--- src/rtl/mem_lsu.sv ---
// rtl/mem_lsu.sv - MEM-stage load/store unit with lane steering, misalignment traps and read-latency FSM
module mem_lsu #(
    parameter int ADDR_W = 32,
    parameter int RD_LAT = 1
) (
    input  logic              clk,
    input  logic              resetn,
    input  logic              mem_valid,
    input  logic              mem_allow_in,
    input  logic              ls_load,
    input  logic              ls_store,
    input  logic [1:0]        ls_size,
    input  logic              ls_signed,
    input  logic [ADDR_W-1:0] addr,
    input  logic [31:0]       store_data,
    output logic [ADDR_W-1:0] dm_addr,
    output logic [3:0]        dm_wen,
    output logic [31:0]       dm_wdata,
    input  logic [31:0]       dm_rdata,
    output logic              dm_ce_n,
    output logic              dm_oe_n,
    output logic              dm_we_n,
    output logic              mem_over,
    output logic [31:0]       mem_result,
    output logic              exc_adel,
    output logic              exc_ades
);

    typedef enum logic [1:0] {S_IDLE, S_WAIT, S_DONE} state_t;

    state_t      state_q, state_d;
    logic [2:0]  lat_cnt_q, lat_cnt_d;
    logic [31:0] hold_q, hold_d;

    logic        is_half, is_word, misalign, is_mem;
    logic [3:0]  store_wen;
    logic [7:0]  ld_byte;
    logic [15:0] ld_half;
    logic [31:0] load_ext;
    logic [31:0] addr_ext;

    // RAM is word addressed; lane selection is done with byte enables and load extraction
    assign dm_addr  = {addr[ADDR_W-1:2], 2'b00};
    assign addr_ext = 32'(addr);

    // Access classification, store lane steering and load extraction/extension
    always_comb begin
        is_half   = (ls_size == 2'b01);
        is_word   = ls_size[1];
        misalign  = (is_half & addr[0]) | (is_word & (addr[1:0] != 2'b00));
        is_mem    = ls_load | ls_store;
        store_wen = 4'b1111;
        dm_wdata  = store_data;
        ld_byte   = dm_rdata[{addr[1:0], 3'b000} +: 8];
        ld_half   = addr[1] ? dm_rdata[31:16] : dm_rdata[15:0];
        load_ext  = dm_rdata;
        case (ls_size)
            2'b00: begin
                store_wen = 4'b0001 << addr[1:0];
                dm_wdata  = {4{store_data[7:0]}};
                load_ext  = {{24{ls_signed & ld_byte[7]}}, ld_byte};
            end
            2'b01: begin
                store_wen = addr[1] ? 4'b1100 : 4'b0011;
                dm_wdata  = {2{store_data[15:0]}};
                load_ext  = {{16{ls_signed & ld_half[15]}}, ld_half};
            end
            default: begin
                store_wen = 4'b1111;
                dm_wdata  = store_data;
                load_ext  = dm_rdata;
            end
        endcase
    end

    // Next-state, RAM strobes and stage outputs; a flush (mem_valid low) forces IDLE with no strobes
    always_comb begin
        state_d    = state_q;
        lat_cnt_d  = lat_cnt_q;
        hold_d     = hold_q;
        dm_ce_n    = 1'b1;
        dm_oe_n    = 1'b1;
        dm_we_n    = 1'b1;
        dm_wen     = 4'b0000;
        mem_over   = 1'b0;
        mem_result = 32'h0;
        exc_adel   = 1'b0;
        exc_ades   = 1'b0;
        if (!mem_valid) begin
            state_d   = S_IDLE;
            lat_cnt_d = 3'd0;
        end else begin
            case (state_q)
                S_IDLE: begin
                    if (!is_mem) begin
                        mem_over   = 1'b1;
                        mem_result = addr_ext;
                    end else if (misalign) begin
                        mem_over = 1'b1;
                        exc_adel = ls_load;
                        exc_ades = ~ls_load;
                    end else if (ls_load) begin
                        dm_ce_n = 1'b0;
                        dm_oe_n = 1'b0;
                        if (RD_LAT == 0) begin
                            mem_over   = 1'b1;
                            mem_result = load_ext;
                            hold_d     = load_ext;
                            if (!mem_allow_in) state_d = S_DONE;
                        end else begin
                            state_d   = S_WAIT;
                            lat_cnt_d = 3'(RD_LAT - 1);
                        end
                    end else begin
                        dm_ce_n    = 1'b0;
                        dm_we_n    = 1'b0;
                        dm_wen     = store_wen;
                        mem_over   = 1'b1;
                        mem_result = addr_ext;
                        // Park in DONE so the write is not repeated while WB stalls
                        if (!mem_allow_in) begin
                            state_d = S_DONE;
                            hold_d  = addr_ext;
                        end
                    end
                end
                S_WAIT: begin
                    dm_ce_n = 1'b0;
                    dm_oe_n = 1'b0;
                    if (lat_cnt_q != 3'd0) begin
                        lat_cnt_d = lat_cnt_q - 3'd1;
                    end else begin
                        mem_over   = 1'b1;
                        mem_result = load_ext;
                        hold_d     = load_ext;
                        state_d    = mem_allow_in ? S_IDLE : S_DONE;
                    end
                end
                S_DONE: begin
                    mem_over   = 1'b1;
                    mem_result = hold_q;
                    if (mem_allow_in) state_d = S_IDLE;
                end
                default: state_d = S_IDLE;
            endcase
        end
        // Outputs show their reset values for the whole time reset is held
        if (!resetn) begin
            dm_ce_n    = 1'b1;
            dm_oe_n    = 1'b1;
            dm_we_n    = 1'b1;
            dm_wen     = 4'b0000;
            mem_over   = 1'b0;
            mem_result = 32'h0;
            exc_adel   = 1'b0;
            exc_ades   = 1'b0;
        end
    end

    // State, latency counter and held load result
    always_ff @(posedge clk) begin
        if (!resetn) begin
            state_q   <= S_IDLE;
            lat_cnt_q <= 3'd0;
            hold_q    <= 32'h0;
        end else begin
            state_q   <= state_d;
            lat_cnt_q <= lat_cnt_d;
            hold_q    <= hold_d;
        end
    end

endmodule
--- config.mk ---
export PLATFORM = sky130hd
export DESIGN_NAME = mem_lsu
export DESIGN_NICKNAME = d
export VERILOG_FILES = /design/src/rtl/mem_lsu.sv
export SDC_FILE = /design/constraint.sdc
export NUM_CORES = 1
export LEC_CHECK = 0
export ABC_AREA = 1
export BUFFER_PORTS_ARGS = -buffer_cell sky130_fd_sc_hd__buf_2
export CORE_MARGIN = 2
export CORE_UTILIZATION = 51
export CTS_BUF_LIST = sky130_fd_sc_hd__clkbuf_16
export DETAILED_ROUTE_END_ITERATION = 6
export GPL_ROUTABILITY_DRIVEN = 0
export HOLD_SLACK_MARGIN = 0.02
export PLACE_DENSITY_LB_ADDON = 0.15
export SYNTH_ARGS = -nofsm -noshare
export SYNTH_HDL_FRONTEND = slang
export SYNTH_SLANG_ARGS = --single-unit
--- constraint.sdc ---
create_clock -name clk -period 3 [get_ports clk]
set_input_delay 0 -clock clk [delete_from_list [all_inputs] [get_ports clk]]
set_output_delay 0 -clock clk [all_outputs]
set_load 0.01 [all_outputs]
==> run_results.csv <==
group,metric,value,unit
status,status,"finished clean",
global_route,grt_first_pass_wirelength,23610,µm
floorplan,design.core.area,8175,µm²
detailed_routing,drt_wl_total,15030,µm
detailed_routing,dr.first_iter.drc_count,468,
global_route,track_usage,32.94,%
floorplan,die-area,9098,µm²
floorplan,die_h,95.39,µm
sta,skew,5.711,ps
clock_tree,path_clk_slew,60,ps
layout,diodes,0,
synthesis,synth_area,4259,µm²
detailed_routing,drtAntennaViolNets,0,
sta,drv_slew,0,
sta,max_slew_margin,30.64,%
placement,dp.final_hpwl,10860,µm
flow_run,maxCapViolCount,0,
power,p_total,1.648,mW
synthesis,syn_avg_cell_area,5.460,µm²
sta,hold_slack,13.49,ps
clock_tree,cts_max_path_buffers,2,
clock_tree,post-cts-setup-buffers,0,
floorplan,rows,33,
layout,fillers,837,
clock_tree,htree_levels,2,
synthesis,ys_ff_latch,37,
clock_tree,cts_tree,"built",
synthesis,synth_cell_types,35,
worst_setup_path,critPathKind,"reg2out",
clock_tree,clk_latency,280,ps
detailed_routing,drc,0,
global_route,antenna_found_initial,0,
floorplan,initial_core_util,52.10,%
placement,pre_cts_ws,886.0,ps
layout,nNetsFinal,1023,
detailed_routing,via_per_inst,5.391,
layout,drive_above_1_share,28.57,%
global_route,grt_max_degree,65,
sta,period_share,81.32,%
hold_path,worstHoldPathType,"in2reg",
layout,layout_commonest_cell,"nand2_1",
power,irDropWorstVdd,0.1914,mV
worst_setup_path,worstPathMaxFanout,22,
sta,finalHoldViolations,0,
global_route,grt_pass1_vias,4956,
layout,area_growth,19.27,%
sta,fmax,409.9,MHz
floorplan,die_x,95.39,µm
synthesis,ys_seq_area_share,17.39,%
detailed_routing,routedWlPerCell,14.70,µm
layout,final_cell_mix,"272 x nand2_1, 208 x buf_2, 100 x nand3_1",
worst_setup_path,worst-endpoint-required,3000,ps
power,leakage,2.762,nW
sta,setup_viol,0,
sta,finalWorstSetupSlack,560.4,ps
sta,worst_pin_slew,1039,ps
sta,rsz0062_at_grt,"no",
worst_setup_path,end_kind,"output pin",
placement,io_buffers,208,
synthesis,yosysWarnings,0,
power,power_density,324.5,nW/µm²
clock_tree,cts_root_buf,"clkbuf_16",
floorplan,io_pins,211,
worst_setup_path,worst_setup_path_start_kind,"register",
worst_setup_path,worstPathArrival,2440,ps
sta,fin_crit,2440,ps
synthesis,netlist_instances,780,
global_route,grt-ovfl-total,0,
detailed_routing,vias,5510,
clock_tree,cts_sinks,37,
clock_tree,cts_buffers,5,
detailed_routing,firstDrtPassIters,5,
sta,setup-tns-final,0,ps
[routing by layer]
metal	GRT usage, %	vias up	wire, µm
met2	55.22	300	6987
met1	41.82	2471	6119
met5	0	-	0
met4	12.62	0	435
li1	-	2694	-
met3	6.245	45	1484
[critical path, cell delays in order, from the launching register on]
cell	delay [ps]
dfxtp_1	330
nor2_2	260
inv_1	120
nor2_2	450
buf_4	380
nand3_1	120
nand2_1	80
inv_1	40
a21oi_1	200
buf_2	170
[area by class of cell]
cell class,count,area [µm²],area share [%]
repair buffers,217,1114,21.92
multi-input cells,568,2628,51.72
inverters,87,329.1,6.478
flip-flops and latches,37,740.7,14.58
well taps,105,131.4,2.586
clock inverters,3,12.51,0.2463
clock buffers,5,125.1,2.463
[power breakdown]
part | internal, mW | switching [mW]
sequential | 0.518 | 0.0132
clock | 0.301 | 0.211
combinational | 0.211 | 0.395
total | 1.03 | 0.619
[worst paths after layout]
kind	startpoint	end	slack, ps	cells past startpoint
hold / removal	addr[16]	hold_q[16]	10	3
setup / recovery	state_q[0]	mem_result[0]	560	9
setup reg to reg	lat_cnt_q[0]	hold_q[5]	1000	10
hold reg to reg	lat_cnt_q[1]	lat_cnt_q[1]	460	2
[repair_timing]
action | 4_1_cts | 5_1_grt
gates resized for setup | 0 | 0
hold buffers | 1 | 1
hold endpoints to repair | 1 | 1
[per-stage QoR]
step / instance area, µm² / std cells / utilization [%]
after floorplan: 4263 / 781 / -
after global placement: 4922 / 1012 / 60.21
after detailed placement: 4922 / 1012 / 60.21
after CTS: 5070 / 1021 / 62.01
after global routing: 5080 / 1022 / 62.14
final: 5080 / 1022 / 62.14
[Yosys cell counts (all sizes together)]
| cell type | instances | area share, % |
|---|---|---|
| a21oi | 105 | 14 |
| buf | 69 | 12 |
| clkbuf | 20 | 1.8 |
| conb | 1 | 0.088 |
| dfxtp | 37 | 17 |
| ha | 2 | 0.59 |
| inv | 87 | 7.7 |
| nand2 | 277 | 25 |
| nand3 | 102 | 12 |
| nand3b | 1 | 0.18 |
| nand4 | 1 | 0.15 |
| nor2 | 51 | 5.1 |
| nor3 | 3 | 0.35 |
| nor3b | 1 | 0.18 |
| o211ai | 8 | 1.4 |
| o21ai | 13 | 1.9 |
| o22ai | 1 | 0.15 |
| or2 | 1 | 0.15 |
[sequential cells by signal, indices dropped and copies added (netlist names)]
| name | flops |
|---|---|
| hold_q | 32 |
| state_q | 2 |
| lat_cnt_q | 3 |
[cells by family after synthesis]
| logic type | after synthesis | share of synthesized area, % |
|---|---|---|
| other | 1 | 0.08805 |
| adder cells (fa/ha/maj) | 2 | 0.5875 |
| AND/OR/NAND/NOR | 437 | 43.45 |
| AO/OA/AOI/OAI | 127 | 17.27 |
| flip-flops | 37 | 17.39 |
| buffers and inverters | 176 | 21.21 |
Power figures use the tool's default switching activity.
